`src/rtl/ysyx_24100005_ifu_if.sv`:
```
// Signal bundle between the fetch unit, instruction memory and the decode stage.
// master = fetch unit side, slave = memory/consumer side.
interface ysyx_24100005_ifu_if;
    logic        req_valid;
    logic        req_ready;
    logic [31:0] req_addr;
    logic        rsp_valid;
    logic [31:0] rsp_data;
    logic        inst_valid;
    logic        inst_ready;
    logic [31:0] inst;
    logic [31:0] inst_pc;
    logic        redirect_valid;
    logic [31:0] redirect_pc;
    logic [31:0] perf_fetch_cnt;
    logic [31:0] perf_stall_cnt;

    modport master (
        output req_valid,
        output req_addr,
        input  req_ready,
        input  rsp_valid,
        input  rsp_data,
        output inst_valid,
        output inst,
        output inst_pc,
        input  inst_ready,
        input  redirect_valid,
        input  redirect_pc,
        output perf_fetch_cnt,
        output perf_stall_cnt
    );

    modport slave (
        input  req_valid,
        input  req_addr,
        output req_ready,
        output rsp_valid,
        output rsp_data,
        input  inst_valid,
        input  inst,
        input  inst_pc,
        output inst_ready,
        output redirect_valid,
        output redirect_pc,
        input  perf_fetch_cnt,
        input  perf_stall_cnt
    );
endinterface

```
`src/rtl/ysyx_24100005_ifu.sv`:
```
// Instruction fetch unit: single-outstanding word fetch into a small {pc, inst} FIFO.
// Optional perf counters are built when YSYX_24100005_IFU_PERF_EN is defined.
module ysyx_24100005_ifu #(
    parameter int          DEPTH    = 2,
    parameter logic [31:0] RESET_PC = 32'h8000_0000
) (
    input  logic                clk,
    input  logic                rst,
    ysyx_24100005_ifu_if.master bus
);

    localparam int PW = (DEPTH > 1) ? $clog2(DEPTH) : 1;
    localparam int CW = PW + 1;

    typedef enum logic [1:0] {
        IDLE = 2'd0,
        WAIT = 2'd1,
        KILL = 2'd2
    } state_t;

    state_t        r_state;
    logic [31:0]   r_fetchPc;
    logic [31:0]   r_pendPc;
    logic [31:0]   r_instMem [DEPTH];
    logic [31:0]   r_pcMem   [DEPTH];
    logic [PW-1:0] r_rdPtr;
    logic [PW-1:0] r_wrPtr;
    logic [CW-1:0] r_count;
    logic          r_instValid;

    logic          w_reqValid;
    logic          w_reqFire;
    logic          w_push;
    logic          w_pop;
    logic          w_redirect;
    logic [CW-1:0] w_countNext;

    // A request only goes out when a FIFO slot is guaranteed for its response.
    assign w_redirect = bus.redirect_valid;
    assign w_reqValid = (r_state == IDLE) && (r_count < CW'(DEPTH)) && !w_redirect;
    assign w_reqFire  = w_reqValid && bus.req_ready;
    assign w_push     = (r_state == WAIT) && bus.rsp_valid && !w_redirect;
    assign w_pop      = r_instValid && bus.inst_ready && !w_redirect;

    always_comb begin
        w_countNext = r_count;
        if (w_push && !w_pop) begin
            w_countNext = r_count + CW'(1);
        end else if (!w_push && w_pop) begin
            w_countNext = r_count - CW'(1);
        end
    end

    always_ff @(posedge clk or negedge rst) begin
        if (!rst) begin
            r_state   <= IDLE;
            r_fetchPc <= RESET_PC;
            r_pendPc  <= 32'h0;
        end else if (w_redirect) begin
            r_fetchPc <= bus.redirect_pc & 32'hFFFF_FFFC;
            case (r_state)
                WAIT:    r_state <= bus.rsp_valid ? IDLE : KILL;
                KILL:    r_state <= bus.rsp_valid ? IDLE : KILL;
                default: r_state <= IDLE;
            endcase
        end else begin
            case (r_state)
                IDLE: begin
                    if (w_reqFire) begin
                        r_state   <= WAIT;
                        r_pendPc  <= r_fetchPc;
                        r_fetchPc <= r_fetchPc + 32'd4;
                    end
                end
                WAIT: begin
                    if (bus.rsp_valid) begin
                        r_state <= IDLE;
                    end
                end
                KILL: begin
                    if (bus.rsp_valid) begin
                        r_state <= IDLE;
                    end
                end
                default: r_state <= IDLE;
            endcase
        end
    end

    always_ff @(posedge clk or negedge rst) begin
        if (!rst) begin
            r_rdPtr     <= '0;
            r_wrPtr     <= '0;
            r_count     <= '0;
            r_instValid <= 1'b0;
        end else if (w_redirect) begin
            r_rdPtr     <= '0;
            r_wrPtr     <= '0;
            r_count     <= '0;
            r_instValid <= 1'b0;
        end else begin
            if (w_push) begin
                r_wrPtr <= r_wrPtr + PW'(1);
            end
            if (w_pop) begin
                r_rdPtr <= r_rdPtr + PW'(1);
            end
            r_count     <= w_countNext;
            r_instValid <= (w_countNext != '0);
        end
    end

    always_ff @(posedge clk or negedge rst) begin
        if (!rst) begin
            for (int i = 0; i < DEPTH; i++) begin
                r_instMem[i] <= 32'h0;
                r_pcMem[i]   <= 32'h0;
            end
        end else if (w_push) begin
            r_instMem[r_wrPtr] <= bus.rsp_data;
            r_pcMem[r_wrPtr]   <= r_pendPc;
        end
    end

    // Head outputs read zero while the FIFO is empty so stale entries never leak.
    assign bus.req_valid  = w_reqValid;
    assign bus.req_addr   = r_fetchPc;
    assign bus.inst_valid = r_instValid;
    assign bus.inst       = r_instValid ? r_instMem[r_rdPtr] : 32'h0;
    assign bus.inst_pc    = r_instValid ? r_pcMem[r_rdPtr]   : 32'h0;

`ifdef YSYX_24100005_IFU_PERF_EN
    logic [31:0] r_perfFetch;
    logic [31:0] r_perfStall;

    always_ff @(posedge clk or negedge rst) begin
        if (!rst) begin
            r_perfFetch <= 32'h0;
            r_perfStall <= 32'h0;
        end else begin
            if (w_push) begin
                r_perfFetch <= r_perfFetch + 32'd1;
            end
            if (bus.inst_ready && !r_instValid) begin
                r_perfStall <= r_perfStall + 32'd1;
            end
        end
    end

    assign bus.perf_fetch_cnt = r_perfFetch;
    assign bus.perf_stall_cnt = r_perfStall;
`else
    assign bus.perf_fetch_cnt = 32'h0;
    assign bus.perf_stall_cnt = 32'h0;
`endif

endmodule
```
`src/flat_wrapper.sv`:
```
// flat-port wrapper written by rule: the top's interface ports become plain ports
module ysyx_24100005_ifu_flat 
#(
    parameter int          DEPTH    = 2,
    parameter logic [31:0] RESET_PC = 32'h8000_0000
)
  (clk, rst, bus_req_valid, bus_req_addr, bus_req_ready, bus_rsp_valid, bus_rsp_data, bus_inst_valid, bus_inst, bus_inst_pc, bus_inst_ready, bus_redirect_valid, bus_redirect_pc, bus_perf_fetch_cnt, bus_perf_stall_cnt);
  ysyx_24100005_ifu_if bus_i ();
  input  logic clk;
  input  logic rst;
  output wire logic [$bits(bus_i.req_valid)-1:0] bus_req_valid;
  output wire logic [$bits(bus_i.req_addr)-1:0] bus_req_addr;
  input wire logic [$bits(bus_i.req_ready)-1:0] bus_req_ready;
  input wire logic [$bits(bus_i.rsp_valid)-1:0] bus_rsp_valid;
  input wire logic [$bits(bus_i.rsp_data)-1:0] bus_rsp_data;
  output wire logic [$bits(bus_i.inst_valid)-1:0] bus_inst_valid;
  output wire logic [$bits(bus_i.inst)-1:0] bus_inst;
  output wire logic [$bits(bus_i.inst_pc)-1:0] bus_inst_pc;
  input wire logic [$bits(bus_i.inst_ready)-1:0] bus_inst_ready;
  input wire logic [$bits(bus_i.redirect_valid)-1:0] bus_redirect_valid;
  input wire logic [$bits(bus_i.redirect_pc)-1:0] bus_redirect_pc;
  output wire logic [$bits(bus_i.perf_fetch_cnt)-1:0] bus_perf_fetch_cnt;
  output wire logic [$bits(bus_i.perf_stall_cnt)-1:0] bus_perf_stall_cnt;
  assign bus_req_valid = bus_i.req_valid;
  assign bus_req_addr = bus_i.req_addr;
  assign bus_i.req_ready = bus_req_ready;
  assign bus_i.rsp_valid = bus_rsp_valid;
  assign bus_i.rsp_data = bus_rsp_data;
  assign bus_inst_valid = bus_i.inst_valid;
  assign bus_inst = bus_i.inst;
  assign bus_inst_pc = bus_i.inst_pc;
  assign bus_i.inst_ready = bus_inst_ready;
  assign bus_i.redirect_valid = bus_redirect_valid;
  assign bus_i.redirect_pc = bus_redirect_pc;
  assign bus_perf_fetch_cnt = bus_i.perf_fetch_cnt;
  assign bus_perf_stall_cnt = bus_i.perf_stall_cnt;
  ysyx_24100005_ifu #(.DEPTH(DEPTH), .RESET_PC(RESET_PC)) u_core (.clk(clk), .rst(rst), .bus(bus_i));
endmodule
```
`config.mk`:
```
export PLATFORM = sky130hd
export DESIGN_NAME = ysyx_24100005_ifu_flat
export DESIGN_NICKNAME = d
export VERILOG_FILES = /design/src/rtl/ysyx_24100005_ifu_if.sv /design/src/rtl/ysyx_24100005_ifu.sv /design/src/flat_wrapper.sv
export SDC_FILE = /design/constraint.sdc
export NUM_CORES = 1
export LEC_CHECK = 0
export BUFFER_PORTS_ARGS = -buffer_cell sky130_fd_sc_hd__buf_2
export CAP_MARGIN = 20
export CORE_AREA = 2 2 142 144
export CTS_CLUSTER_DIAMETER = 50
export DETAILED_ROUTE_END_ITERATION = 8
export DIE_AREA = 0 0 144 146
export GPL_TIMING_DRIVEN = 0
export PLACE_DENSITY = 0.87
export RECOVER_POWER = 100
export SLEW_MARGIN = 15
export SYNTH_ARGS = -nofsm -noshare
export SYNTH_HDL_FRONTEND = slang
export SYNTH_SLANG_ARGS = --single-unit
export TNS_END_PERCENT = 50
```
`constraint.sdc`:
```
create_clock -name clk -period 2 [get_ports clk]
set_input_delay 0 -clock clk [delete_from_list [all_inputs] [get_ports clk]]
set_output_delay 0 -clock clk [all_outputs]
set_load 0.005 [all_outputs]
```
Word-level counts from Yosys, hierarchy flattened
Cells that the tools add are included.

operators by class
  add/subtract/negate cells = 5
  order comparisons = 4
  eq/ne operators = 4
  mux-type cells = 29
  bitwise operators = 3
  reduce and logical (&&, ||, !) cells = 23

operators by type and width
  cell                     count
  $mux W32                 12
  $bwmux W64               2
  $add A32 B3 Y32 const B  1
  $demux W32 S1            1
  $mux W2                  8
  $logic_and A1 B1 Y1      10
  $reduce_bool A2 Y1       5
  $mux W1                  5
  $ge A2 B2 Y1 const B     2
  $not A1 Y2               2
  $pmux W2 S2              1
  $reduce_and A2 Y1        2
  $logic_not A1 Y1         3
  $ne A3 B1 Y1 const B     1
  $ne A3 B2 Y1 const B     1
  $reduce_and A3 Y1        1
  $add A1 B1 Y1 const B    2
  $add A2 B1 Y2 const B    1
  $eq A2 B1 Y1 const B     1
  $eq A2 B2 Y1 const B     1
  $logic_not A2 Y1         1
  $lt A2 B1 Y1 const B     1
  $lt A2 B2 Y1 const B     1
  $reduce_or A2 Y1         1
  2 further kinds          2

word-level totals
  register bits = 199
  input port bits = 70
  output and inout port bits = 162
  word-level logic and storage cells = 79

Depth between registers and ports, before layout
  word-level depth = 9
  depth in mapped cells = 8

Worst setup path before layout
No wires, ideal clock.

  path kind = reg2reg
  start = register u_core.r_state[1]
  end = register u_core.r_pcMem[46] (netlist name)
  setup time = 0.125 ns
  arrival time = 1.939 ns
  required time = 1.875 ns
  path slack = -0.063 ns
  stages on the path, launching flop included = 7
  path buffers = 1
  cell sequence = dfrtp_1 > inv_1 > ha_1 > nand2_1 > nor3_1 > clkbuf_1 > mux2_2

between the ends
  word-level cells in the longest chain between the ends = 3

ends and longest elaborated chain
  item                              RTL line                  source
  start, declared                   ysyx_24100005_ifu.sv:21   state_t r_state;
  start signal, assigned            ysyx_24100005_ifu.sv:62   WAIT: r_state <= bus.rsp_valid ? IDLE : KILL;
  start signal, assigned            ysyx_24100005_ifu.sv:63   KILL: r_state <= bus.rsp_valid ? IDLE : KILL;
  $eq A2 B1 Y1                      ysyx_24100005_ifu.sv:42   assign w_push = (r_state == WAIT) && bus.rsp_valid && !w_redirect;
  $logic_and A1 B1 Y1 (2 in a row)  ysyx_24100005_ifu.sv:42
  end signal, assigned by index     ysyx_24100005_ifu.sv:121  r_pcMem[r_wrPtr] <= r_pendPc;
  end, declared                     ysyx_24100005_ifu.sv:25   logic [31:0] r_pcMem [DEPTH];

Every way passes these cells.
A chain may end at the register's enable or synchronous reset.

Worst setup path after layout
  start = register u_core.r_state[1]
  end = register u_core.r_fetchPc[21] (netlist: u_core.bus.req_addr[21])

between the ends
  word-level cells in the longest chain between the ends = 6

ends and longest elaborated chain
  item                              RTL line                                          source
  $logic_not A2 Y1 *                ysyx_24100005_ifu.sv:40, ysyx_24100005_ifu.sv:67
  $logic_and A1 B1 Y1 (2 in a row)  ysyx_24100005_ifu.sv:40                           assign w_reqValid = (r_state == IDLE) && (r_count < CW'(DEPTH)) && !w_redirect;
  $logic_and A1 B1 Y1               ysyx_24100005_ifu.sv:41                           assign w_reqFire = w_reqValid && bus.req_ready;
  $reduce_bool A2 Y1 (no line)      n/a
  $reduce_and A2 Y1 (no line) *     n/a
  end signal, assigned              ysyx_24100005_ifu.sv:60                           r_fetchPc <= bus.redirect_pc & 32'hFFFF_FFFC;
  end signal, assigned              ysyx_24100005_ifu.sv:72                           r_fetchPc <= r_fetchPc + 32'd4;
  end, declared                     ysyx_24100005_ifu.sv:22                           logic [31:0] r_fetchPc;

Every way passes the cells marked *; elsewhere a longest branch is shown, timed or not.

==> results.md <==
- Critical R2R Capture: u_core.bus.req_addr[21]
- GPL Wtd Cong: 0.877
- I/O pin count: 232
- Outcome: finished, violations left
- Final Setup Violations: 9
- Initial antenna violation count: 0
- Register area: 0.00480 mm^2
- Root buffer cell: clkbuf_16
- Starting utilization of the core area: 0.488
- Mapped Area: 0.00943 mm^2
- Routed len/inst: 18.2 um
- Lkg Pwr: 5.90 nW
- CP delay by family, top: buffers and inverters
- Req. time, crit path: 2.30 ns
- Total grt overflow: 0
- Final Hold Fails: 0
- DRC: 0
- H-tree levels: 4
- Total design power: 14.0 mW
- Share of the synthesized area in the top cell type: 0.504
- Worst relative slew slack: 0.0736
- Main combinational cell family by area after synthesis: multiplexers
- Cells after Synth: 778
- Worst clock skew: 0.0127 ns
- Drt pass-1 iters: 5
- Critical path depth in cells: 10
- First-pass GRT wire length: 38200 um
- Worst path slowest cell: dfrtp_1
- Least-Margin Pin Slew: 1.39 ns
- Design area: 0.0125 mm^2
- Nets@finish: 1181
- Final WS setup: -0.0839 ns
- Port buffer count: 160
- Count of cell types in the netlist: 43
- Period utilization: 1.04
- Min Tclk post-route: 2.08 ns
- Post-synth EDFFs: 0
- Cell taking the most area after synthesis: dfrtp_1
- Clk slew on worst S/H paths: 0.07 ns
- Synth Area per Inst: 12.1 um^2
- Largest net degree at the start of global routing: 100
- CP Buf/Inv Count: 5
- Clock Tree Buf Depth: 2
- Register area share after synthesis: 0.507
- Share of layout cells above drive strength 1: 0.450
- Worst skew pair latency: 0.44 ns
- Die Y: 146 um
- Iteration-0 DRC Markers: 595
- Vias: 7300
- Inserted Diodes: 0
- Area fraction in compound gates after synthesis: 0.0364
- Flop-to-flop setup slack: -0.08 ns
- Post-Place Cell Area: 0.0109 mm^2
- Critical path type: register to register
- Filler cells: 1404
- Final wirelength: 25100 um
- Max Freq: 0.480 GHz
- WHS: 0.0562 ns
- Max_cap viols: 0
- Pwr per Cell Area: 1120 mW/mm^2
- Core area: 0.0193 mm^2
- Reg2Reg Depth: 10
- CP most frequent cell: buf_6
- Max rail drop VDD: 719 uV
- Post-synthesis mux area share: 0.252
- Fin. max-slew vios: 0
- Routed Antenna Nets: 0
- Largest stage delay, worst path: 0.38 ns
- Critical path endpoint category: register
- Post-Synth Simple-Gate Area: 0.108
- Num CTS Buffers: 17
- RR Startpoint: u_core.r_state[1]
- TritonCTS clock tree: done
- Top FF cell, synth: dfrtp_1
- Post-place setup slack: -0.471 ns
- Failing checks: negative setup slack
- Post-Synth Adder-Cell Area: 0.00398
- Clk sinks: 191
- Post-synthesis async set-or-reset flop share: 1.00
- Setup crit end: u_core.bus.req_addr[21]
- Vias per Instance: 5.27
- HPWL after DPL: 15700 um
- Synth warn: 0
- Area contributors post-synth: dfrtp_1, mux2_2, mux2i_1
- CP arrival: 2.39 ns
- #FFs+latches synth: 191
- Unrepaired setup endpoints after global routing: true
- Worst Path Max Fanout: 10
- Worst setup SP type: register
- Die area: 0.0210 mm^2
- HP Class: input pin to register
- Post-synthesis xor/xnor area fraction: 0.0139
- Overall routing resource usage: 0.233
- Die width: 144 um
- Synthesis-to-layout area growth: 32.1%
- Std cell rows: 51
- Multi-input gate area: 0.00430 mm^2
- CP Cell Sequence: inv_2 > buf_6 > ha_4 > and3b_1 > buf_6 > nand4_1 > buf_6 > clkbuf_4 > o31ai_2 > a31oi_1
- Vias in the first global route: 7287
- Worst setup path start: u_core.r_state[1]
[registers in the layout (all words and copies together), names as in the netlist]
| name | count |
|---|---|
| u_core.bus.inst_valid | 1 |
| u_core.bus.req_addr | 30 |
| u_core.r_count | 2 |
| u_core.r_instMem | 64 |
| u_core.r_pcMem | 60 |
| u_core.r_pendPc | 30 |
| u_core.r_rdPtr | 1 |
| u_core.r_state | 2 |
| u_core.r_wrPtr | 1 |
[metal layers]
metal / GRT usage / share of wire
met2: 0.398 / 0.50
met3: 0.0497 / 0.070
met5: 0 / 0
met4: 0.0877 / 0.032
met1: 0.289 / 0.40
[tightest hold or removal path, delay by kind of cell]
family	cells	cell delay [ns]
xor+xnor	1	0.18
buf+inv	1	0.08
simple gates	2	0.20
[stage by stage]
| stage | setup TNS [ns] | std cells | util |
|---|---|---|---|
| after global routing | -2.57 | 1385 | 0.644 |
| after detailed placement | -39.92 | 1271 | 0.561 |
| after floorplan | 0 | 845 | - |
| after CTS | -1.86 | 1371 | 0.633 |
| after global placement | -431.31 | 1270 | 0.559 |
| final | -0.500 | 1385 | 0.644 |
[cells by family after synthesis]
kind of cell / Yosys count
adder cells (fa/ha/maj): 3
flip-flops: 191
AND/OR/NAND/NOR: 178
XOR/XNOR: 15
multiplexers: 218
buffers and inverters: 117
other: 1
AO/OA/AOI/OAI: 55
[what timing repair did]
item / CTS / global route
hold buffers: 64 / 0
pin swaps: 5 / 15
endpoints found under the hold margin: 193 / 0
endpoints found under the setup margin: 230 / 178
gates resized for setup: 44 / 32
cloned: 0 / 1
setup buffers: 7 / 14
[power by group]
group          switching [mW]  internal [mW]
combinational            1.98           2.47
sequential              0.909           5.18
clock                    1.44           2.01
[cell usage after synthesis (2+ instances only)]
cell      count
dfrtp_1     190
mux2_2      154
buf_4        69
mux2i_1      64
nor2b_1      63
nand2_1      29
clkbuf_1     26
nor2_1       24
a31oi_1      18
o21ai_0      17
nand3_1      13
o31ai_1      13
or4_1        13
xor2_1        9
nand4_1       8
buf_2         7
inv_1         7
xnor2_1       6
and3_1        5
or3_1         5
a21oi_1       4
buf_1         4
buf_6         3
ha_1          3
and4_1        2
and4_2        2
nor3_1        2
nor4_1        2
or3_2         2
[layout make-up]
cell class,count,share of cell area
Clock inverter,7,0.00814
Multi-Input combinational cell,537,0.345
Clock buffer,24,0.0403
Tap cell,265,0.0266
Buffer,107,0.0605
Sequential cell,191,0.385
Timing Repair Buffer,247,0.132
Inverter,7,0.00211
[worst min-delay path by stage]
| stage | cells after the start | start | slack [ns] | end |
|---|---|---|---|---|
| 6_report | 4 | bus_inst_ready | 0.06 | u_core.r_rdPtr |
| 5_1_grt | 4 | bus_inst_ready | 0.1 | u_core.r_rdPtr |
| 4_1_cts | 4 | bus_inst_ready | 0.05 | u_core.r_rdPtr |
| 3_5_place_dp | 1 | rst | 0.09 | u_core.bus.req_addr[26] |
| 3_3_place_gp | 3 | bus_redirect_pc[7] | 0.21 | u_core.bus.req_addr[7] |
| 2_1_floorplan | 0 | rst | -0.30 | u_core.bus.inst_valid |
[placed cells by master, fill, tap and decap left out, types with 9 or more instances in the layout]
cell,n
nor2_1,24
o31ai_1,9
o21ai_0,16
clkbuf_16,17
a31oi_1,18
mux2i_1,64
nor2b_1,63
dfrtp_1,177
dfrtp_2,13
buf_4,92
dlygate4sd3_1,64
clkbuf_4,9
clkbuf_1,14
conb_1,68
xor2_1,9
nand2_1,28
nand3_1,10
buf_2,165
mux2_2,154
(Power assumes the default switching activity.)
